$ cat src/rtl/clk_int_div.sv
// Programmable integer clock divider: divided clock plus one-cycle enable strobe.
// Ratio updates use valid/ready and are applied only on a period boundary.
//
// Ports:
//   clk_i        source clock, all logic on its rising edge
//   rst_i        synchronous active-high reset
//   div_valid_i  new ratio offered
//   div_i        offered ratio (values below 2 are clamped to 2)
//   div_ready_o  update slot free
//   cur_div_o    ratio currently in effect
//   clk_o        divided clock, high for floor(N/2) of every N cycles
//   div_en_o     strobe in the first high cycle of each divided period
//   gate_i       request clean stop at the next period boundary (macro only)
//   gated_o      divider stopped (macro only)
//
// Optional feature: define CLK_INT_DIV_GATE_EN to add gate_i/gated_o.

module clk_int_div #(
    parameter int unsigned DIV_WIDTH = 8,
    parameter int unsigned RST_DIV   = 2
) (
    input  logic                 clk_i,
    input  logic                 rst_i,
    input  logic                 div_valid_i,
    input  logic [DIV_WIDTH-1:0] div_i,
    output logic                 div_ready_o,
    output logic [DIV_WIDTH-1:0] cur_div_o,
    output logic                 clk_o,
    output logic                 div_en_o
`ifdef CLK_INT_DIV_GATE_EN
    ,
    input  logic                 gate_i,
    output logic                 gated_o
`endif
);

    localparam logic [DIV_WIDTH-1:0] RstDiv = DIV_WIDTH'(RST_DIV);
    localparam logic [DIV_WIDTH-1:0] MinDiv = DIV_WIDTH'(2);

    logic [DIV_WIDTH-1:0] cnt_q;
    logic [DIV_WIDTH-1:0] cnt_d;
    logic [DIV_WIDTH-1:0] cnt_step;
    logic [DIV_WIDTH-1:0] n_q;
    logic [DIV_WIDTH-1:0] n_d;
    logic [DIV_WIDTH-1:0] pend_val_q;
    logic [DIV_WIDTH-1:0] pend_val_d;
    logic                 pend_q;
    logic                 pend_d;
    logic                 clk_q;
    logic                 clk_d;
    logic                 en_q;
    logic                 en_d;
    logic                 wrap;
    logic                 xfer;
    logic                 apply;

`ifdef CLK_INT_DIV_GATE_EN
    typedef enum logic {
        RUN,
        GATED
    } gate_state_e;

    gate_state_e state_q;
    gate_state_e state_d;
`endif

    always_comb begin
        cnt_step = (cnt_q == n_q - DIV_WIDTH'(1)) ? '0
                                                   : cnt_q + DIV_WIDTH'(1);
        wrap     = (cnt_step == '0);
        xfer     = div_valid_i & ~pend_q;
        // A value accepted on this edge has pend_q low, so it can
        // never be applied on the same edge it was accepted.
        apply    = pend_q & wrap;
`ifdef CLK_INT_DIV_GATE_EN
        // While stopped there is no period to protect.
        if (state_q == GATED) begin
            apply = pend_q;
        end
`endif
        cnt_d      = cnt_step;
        n_d        = apply ? pend_val_q : n_q;
        pend_d     = xfer | (pend_q & ~apply);
        pend_val_d = pend_val_q;
        if (xfer) begin
            pend_val_d = (div_i < MinDiv) ? MinDiv : div_i;
        end
        // Compare against the ratio of the period being entered.
        clk_d = (cnt_step < (n_d >> 1));
        en_d  = wrap;
`ifdef CLK_INT_DIV_GATE_EN
        state_d = state_q;
        unique case (state_q)
            RUN: begin
                if (wrap && gate_i) begin
                    state_d = GATED;
                    cnt_d   = '0;
                    clk_d   = 1'b0;
                    en_d    = 1'b0;
                end
            end
            GATED: begin
                // Leaving GATED lands in the exact post-reset state.
                cnt_d = '0;
                clk_d = 1'b0;
                en_d  = 1'b0;
                if (!gate_i) begin
                    state_d = RUN;
                end
            end
        endcase
`endif
    end

    always_ff @(posedge clk_i) begin
        if (rst_i) begin
            cnt_q      <= '0;
            n_q        <= RstDiv;
            pend_q     <= 1'b0;
            pend_val_q <= RstDiv;
            clk_q      <= 1'b0;
            en_q       <= 1'b0;
`ifdef CLK_INT_DIV_GATE_EN
            state_q    <= RUN;
`endif
        end else begin
            cnt_q      <= cnt_d;
            n_q        <= n_d;
            pend_q     <= pend_d;
            pend_val_q <= pend_val_d;
            clk_q      <= clk_d;
            en_q       <= en_d;
`ifdef CLK_INT_DIV_GATE_EN
            state_q    <= state_d;
`endif
        end
    end

    assign div_ready_o = ~pend_q;
    assign cur_div_o   = n_q;
    assign clk_o       = clk_q;
    assign div_en_o    = en_q;
`ifdef CLK_INT_DIV_GATE_EN
    assign gated_o     = (state_q == GATED);
`endif

endmodule

$ cat config.mk
export PLATFORM = sky130hd
export DESIGN_NAME = clk_int_div
export DESIGN_NICKNAME = d
export VERILOG_FILES = /design/src/rtl/clk_int_div.sv
export SDC_FILE = /design/constraint.sdc
export NUM_CORES = 1
export LEC_CHECK = 0
export ABC_AREA = 1
export CAP_MARGIN = 40
export CORE_MARGIN = 2
export CORE_UTILIZATION = 40
export CTS_CLUSTER_SIZE = 8
export DETAILED_ROUTE_END_ITERATION = 8
export SLEW_MARGIN = 40
export SYNTH_ARGS = -nofsm -noshare
export SYNTH_HDL_FRONTEND = slang
export SYNTH_SLANG_ARGS = --single-unit
$ cat constraint.sdc
create_clock -name clk_i -period 3.2 [get_ports clk_i]
set_clock_uncertainty 0.15 [all_clocks]
set_input_delay 0.64 -clock clk_i [delete_from_list [all_inputs] [get_ports clk_i]]
set_output_delay 0.64 -clock clk_i [all_outputs]
set_load 0.005 [all_outputs]
==> results of run 1 <==
-- cell usage in the layout, fill, tap and decap left out, types with 3 or more instances in the layout --
cell / synthesis / routed
nand4_1: 4 / 4
nor3_1: 4 / 4
nor2_2: 3 / 3
o21ai_2: 3 / 3
clkdlybuf4s50_1: 0 / 21
a21oi_1: 7 / 7
buf_4: 0 / 4
inv_1: 31 / 31
nand3_1: 9 / 9
o21ai_1: 7 / 7
nor2_1: 36 / 36
nand2_2: 3 / 3
dfxtp_1: 27 / 27
ha_1: 8 / 8
nand2_1: 58 / 58
clkbuf_8: 0 / 3
o21ai_0: 8 / 8
inv_2: 5 / 5
xnor2_1: 4 / 4
-- through the flow --
step	area (sq um)	power, mW
3_5_place_dp	1830	1.35
3_3_place_gp	1830	1.35
5_1_grt	1900	1.74
2_1_floorplan	1570	1.11
4_1_cts	1880	1.55
6_report	1900	1.57
-- layer usage --
| metal | wire, um | part of all wire [%] | track usage, % |
|---|---|---|---|
| met1 | 1710 | 50 | 23.3 |
| met2 | 1590 | 47 | 29.0 |
| met3 | 86 | 2.5 | 1.52 |
| met4 | 25 | 0.73 | 4.59 |
| met5 | 0 | 0 | 0 |
-- logic make-up (layout without fill, tap and decap cells) --
logic type,after synthesis,in the layout,share of synthesized area (%)
AO/OA/AOI/OAI,29,29,11.2
XOR/XNOR,6,6,3.35
adder cells (fa/ha/maj),8,8,6.38
buffers and inverters,41,65,9.90
flip-flops,27,27,34.5
multiplexers,1,1,0.638
AND/OR/NAND/NOR,122,123,34.1
-- state kept, by name (all words and copies together), names as in the netlist --
| signal | count |
|---|---|
| cnt_q | 8 |
| cur_div_o | 8 |
| pend_val_q | 8 |
| clk_o | 1 |
| div_en_o | 1 |
| pend_q | 1 |
-- tightest hold or removal path, cell delays in order (launching register included) --
cell,delay [ns]
dfxtp_1,0.32
nor2_1,0.09
nor2_1,0.05
-- worst max path at each step --
| stage | depth (start not counted) | endpoint | slack [ns] |
|---|---|---|---|
| after floorplan | 22 | clk_o | 0.47 |
| final | 21 | clk_o | 0.29 |
| after global routing | 21 | clk_o | 0.02 |
| after global placement | 21 | clk_o | 0.28 |
| after detailed placement | 21 | clk_o | 0.27 |
| after CTS | 21 | clk_o | 0.23 |
-- final cells by class --
cell class,instances,share of cell area (%)
Multi-Input combinational cell,167,46.4
Sequential cell,27,28.4
Timing Repair Buffer,25,12.6
Inverter,36,7.10
Tap cell,48,3.16
Clock buffer,4,2.37
-- power breakdown --
group          total [mW]  leakage, nW  switching, mW  internal, mW
sequential          0.487        0.221         0.0752         0.412
combinational       0.886        0.699          0.510         0.377
clock               0.192       0.0228          0.103        0.0890
total                1.57        0.943          0.688         0.877
==> out/metrics.cfg, run 1 <==
[run_status]
outcome = completed

[power]
p_leak_nw = 0.943
p_per_area_nw_per_um2 = 823
vdd_drop_max_uv = 325

[clock_tree]
cts_tree = done
clk_latency_ns = 0.27
cts_buffers = 3
cts_resized = 0
post-cts-setup-buffer-count = 0
cts.reportedPaths.clkPinSlew_ns = 0.09
clockBufferDepth = 2
cts_root_buffer = clkbuf_8
cts_hold_buffers = 0
numClockSinks = 27
h-tree-depth = 1

[worst_setup_path]
reg2reg_from = cur_div_o[1]
path_cells = inv_1 > ha_1 > inv_1 > nand2_1 > nand2_1 > nor2_1 > nand2_1 > nor2_1 > nand2_1 > nor2_4 > nand2_4 > o21ai_1 > nand2_1 > inv_2 > nand3_2 > nand2_1 > o21ai_1 > ha_1 > a21oi_1 > nand2_1 > a21oi_1
crit_fanout = 8
crit_family = simple AND/OR/NAND/NOR gates
arrival_ns = 2.97
worstPathRequired_ns = 3.25
worstSetupPathType = flip-flop to flip-flop
slowest_delay_ns = 0.37
critPathCaptureType = flip-flop
r2r-end = clk_o
crit_buf_inv = 3
reg2reg_depth = 21
ff2ff_setup_slack_ns = 0.29
crit_path_start_kind = flip-flop
cpMostUsedCell = nand2_1
critPathSlowestCell = dfxtp_1
startpoint = cur_div_o[1]

[timing]
setup_tns_ns = 0
fin_crit_ns = 2.91
hold_slack_ns = 0.348
setup_violations = 0
period_share_pct = 91.1
hold_violations = 0
setup_slack_ns = 0.286
timing.fmax_mhz = 343
worst_pin_slew_ns = 0.605
slew_headroom_pct = 59.2
grt_setup_unrepaired = false
slew_viol_final = 0

[logic_synthesis]
syn_area_sq_um = 1570
synth-main-ff-cell = dfxtp_1
yosys.cell_types.count = 28
yosysMostFrequentCell = nand2_1
synth_warnings = 0
synth-edff-count = 0
syn_nets = 253
synth_seq_cells = 27
synthTopCellsByCount = nand2_1 (58), nor2_1 (36), inv_1 (31)
synth_top_cell_by_area = dfxtp_1
synth_area_leaders = dfxtp_1 (34%), nand2_1 (14%), nor2_1 (8.6%)
syn_inst = 234
postSynthAreaPerCell_sq_um = 6.70
seq_area_frac_synth_pct = 34.5
synth_top_area_share_pct = 34.5
synthArstFlopShare_pct = 0

[finish]
instances_no_fill = 307
multi_input_comb_area_sq_um = 882
diodes = 0
layout-drive-gt1-share_pct = 10.0
register_area_sq_um = 541
nNetsFinal = 279
fillCellCount = 377
area_growth_pct = 21.4
finish.utilization_pct = 51.2

[die]
num_rows = 22
die_w_um = 66.6
pin_count = 22
core_sq_um = 3720
die_area_sq_um = 4440
start_util_pct = 42.2
die_h_um = 66.6

[hold_path]
hold_path_end = pend_val_q[4]
hold_start = pend_val_q[4]
min_path_type = flip-flop to flip-flop
hold_depth = 2

[placement]
dp.final_hpwl_mm = 2.73
io_buffers = 21
dpl.cell_count = 300
gp_congestion = 0.816
post-place-ws_ns = 0.268

[global_route]
grt_max_degree = 18
grt_pass1_wl_mm = 5.89
grt_pass1_vias = 1308
overflow = 0
grt_usage_pct = 17.2
antenna_found_initial = 0

[routing]
drc = 0
wl_per_cell_um = 11.1
ant_nets = 0
routed_wl_mm = 3.41
drt_iter0_markers = 65
drt_pass1_iterations = 4
vias = 1423
vias_per_cell = 4.64

[flow_run]
maxCapViolCount = 0

(Power assumes the default switching activity.)
==> run 2: changes to the inputs <==
==> constraint.sdc (replaced) <==
create_clock -name clk_i -period 2.55 [get_ports clk_i]
set_clock_uncertainty 0.15 [all_clocks]
set_input_delay 0.51 -clock clk_i [delete_from_list [all_inputs] [get_ports clk_i]]
set_output_delay 0.51 -clock clk_i [all_outputs]
set_load 0.005 [all_outputs]
==> out/metrics.cfg, run 2 (synthesized netlist as in run 1, its figures left out) <==
[flow_run]
maxCapViolCount = 0  ; unchanged

[finish]
area_growth_pct = 39.6
diodes = 0  ; unchanged
layout-drive-gt1-share_pct = 24.7  ; +15 points
nNetsFinal = 308  ; +10%
final_common_cell = nand2_1
fillCellCount = 357  ; -5.3%
final_cell_mix = nand2_1 (55), nor2_1 (36), buf_4 (31), inv_1 (29), dfxtp_1 (25)

[hold_path]
min_path_type = flip-flop to flip-flop
hold_path_end = pend_val_q[1]
hold_start = pend_val_q[1]
hold_depth = 2  ; unchanged

[routing]
drt_iter0_markers = 48  ; -26%
drt_pass1_iterations = 4  ; unchanged
vias_per_cell = 4.60  ; -0.67%
drc = 0  ; unchanged
vias = 1547  ; +8.7%
ant_nets = 0  ; unchanged
wl_per_cell_um = 11.1  ; about the same
routed_wl_mm = 3.73  ; +9.4%

[worst_setup_path]
r2r-end = clk_o
crit_fanout = 6  ; -2
critPathCaptureType = flip-flop
arrival_ns = 2.70  ; -0.27 ns
reg2reg_from = cur_div_o[0]
crit_path_start_kind = flip-flop
reg2reg_depth = 21  ; unchanged
ff2ff_setup_slack_ns = -0.13  ; -0.42 ns
worstPathRequired_ns = 2.57  ; -0.68 ns
worstSetupPathType = flip-flop to flip-flop

[timing]
timing.fmax_mhz = 373  ; +8.6%
grt_setup_unrepaired = true
slew_viol_final = 0  ; unchanged
setup_violations = 1  ; +1
period_share_pct = 105  ; +14 points
slew_headroom_pct = 54.0  ; -5.2 points
setup_tns_ns = -0.133  ; -0.133 ns
worst_pin_slew_ns = 0.682  ; +0.0770 ns
setup_slack_ns = -0.133  ; -0.419 ns
fin_crit_ns = 2.68  ; -0.231 ns
hold_violations = 0  ; unchanged

[clock_tree]
clk_latency_ns = 0.27  ; about the same
cts_buffers = 3  ; unchanged
clockBufferDepth = 2  ; unchanged
h-tree-depth = 1  ; unchanged
cts_hold_buffers = 0  ; unchanged
cts_tree = done
cts_root_buffer = clkbuf_8
cts.reportedPaths.clkPinSlew_ns = 0.10  ; about the same
numClockSinks = 27  ; unchanged

[placement]
gp_congestion = 0.802  ; -1.6%
io_buffers = 21  ; unchanged
dp.final_hpwl_mm = 2.96  ; +8.1%
post-place-ws_ns = -0.200  ; -0.468 ns

[global_route]
overflow = 0  ; unchanged
antenna_found_initial = 0  ; unchanged
grt_usage_pct = 18.4  ; +1.2 points
grt_pass1_wl_mm = 6.26  ; +6.3%
grt_max_degree = 17  ; -1
grt_pass1_vias = 1438  ; +9.9%

[power]
vdd_drop_max_uv = 434  ; +33%
p_per_area_nw_per_um2 = 1080  ; +31%
p_leak_nw = 1.09  ; +15%

[die]
die_h_um = 66.6  ; unchanged
num_rows = 22  ; unchanged
pin_count = 22  ; unchanged
die_w_um = 66.6  ; unchanged
die_area_sq_um = 4440  ; unchanged
core_sq_um = 3720  ; unchanged
start_util_pct = 42.2  ; unchanged

[run_status]
violations = negative setup slack
outcome = complete, but fails checks

==> run 2: cell types whose count changed in the layout (fill, tap and decap cells not counted), sizes merged <==
| cell | change |
|---|---|
| buf | +29 |
| clkbuf | -1 |
| clkinv | +1 |
==> run 2: repair_timing <==
| item | 4_1_cts | 5_1_grt |
|---|---|---|
| setup endpoints to repair | 1 | 5 |
| gates cloned | 1 | 0 |
| pin swaps | 7 | 4 |
| gates resized for setup | 1 | 12 |
| setup buffers | 3 | 2 |
==> run 2: per-layer routing <==
layer  vias up  share of wire, %  track usage (%)
met5         -                 0                0
met1       672                48             24.2
met4         0              0.54             5.10
met2        26                49             31.3
met3         2               3.0             2.53
li1        847                 -                -
==> run 2: area by class of cell <==
class	count	area [sq um]	area share, %
multi-input cells	167	936	42.8
flip-flops and latches	27	543	24.8
repair buffers	54	465	21.3
inverters	36	138	6.29
well taps	48	60.1	2.74
clock buffers	3	41.3	1.89
clock inverters	1	5.00	0.229
==> run 2: metrics by stage <==
step           area, sq um  power (mW)  hold slack, ns  util (%)  instances
2_1_floorplan         1590        1.42           0.302         -        234
3_3_place_gp          2060        1.99           0.318      55.3        327
3_5_place_dp          2060        2.00           0.329      55.3        327
4_1_cts               2140        2.29           0.351      57.6        335
5_1_grt               2190        2.59           0.374      58.9        336
6_report              2190        2.36           0.351      58.9        336
==> run 2: critical path: stages, from the launching register on <==
cell,delay [ns]
dfxtp_2,0.36
inv_4,0.04
ha_4,0.26
inv_2,0.03
nand2_1,0.05
nand2_1,0.04
nor2_1,0.08
nand2_1,0.06
nor2_1,0.08
nand2_1,0.09
nor2_4,0.10
nand2_4,0.07
o21ai_1,0.08
nand2_1,0.08
inv_2,0.11
nand3_4,0.12
nand2_2,0.10
o21ai_2,0.06
ha_1,0.29
nand2_2,0.06
o211ai_1,0.20
a21oi_1,0.06
==> run 2: worst max-delay path by stage <==
stage	start	end	depth (start not counted)
3_5_place_dp	cur_div_o[1]	clk_o	21
4_1_cts	cur_div_o[0]	clk_o	21
3_3_place_gp	cur_div_o[1]	clk_o	21
5_1_grt	cur_div_o[0]	clk_o	21
2_1_floorplan	cur_div_o[0]	clk_o	22
6_report	cur_div_o[0]	clk_o	21
==> run 2: power by group <==
group          switching, mW  internal (mW)  leakage [nW]
Sequential            0.0843          0.518         0.221
Clock                  0.137          0.109        0.0255
Combinational          0.761          0.755         0.840
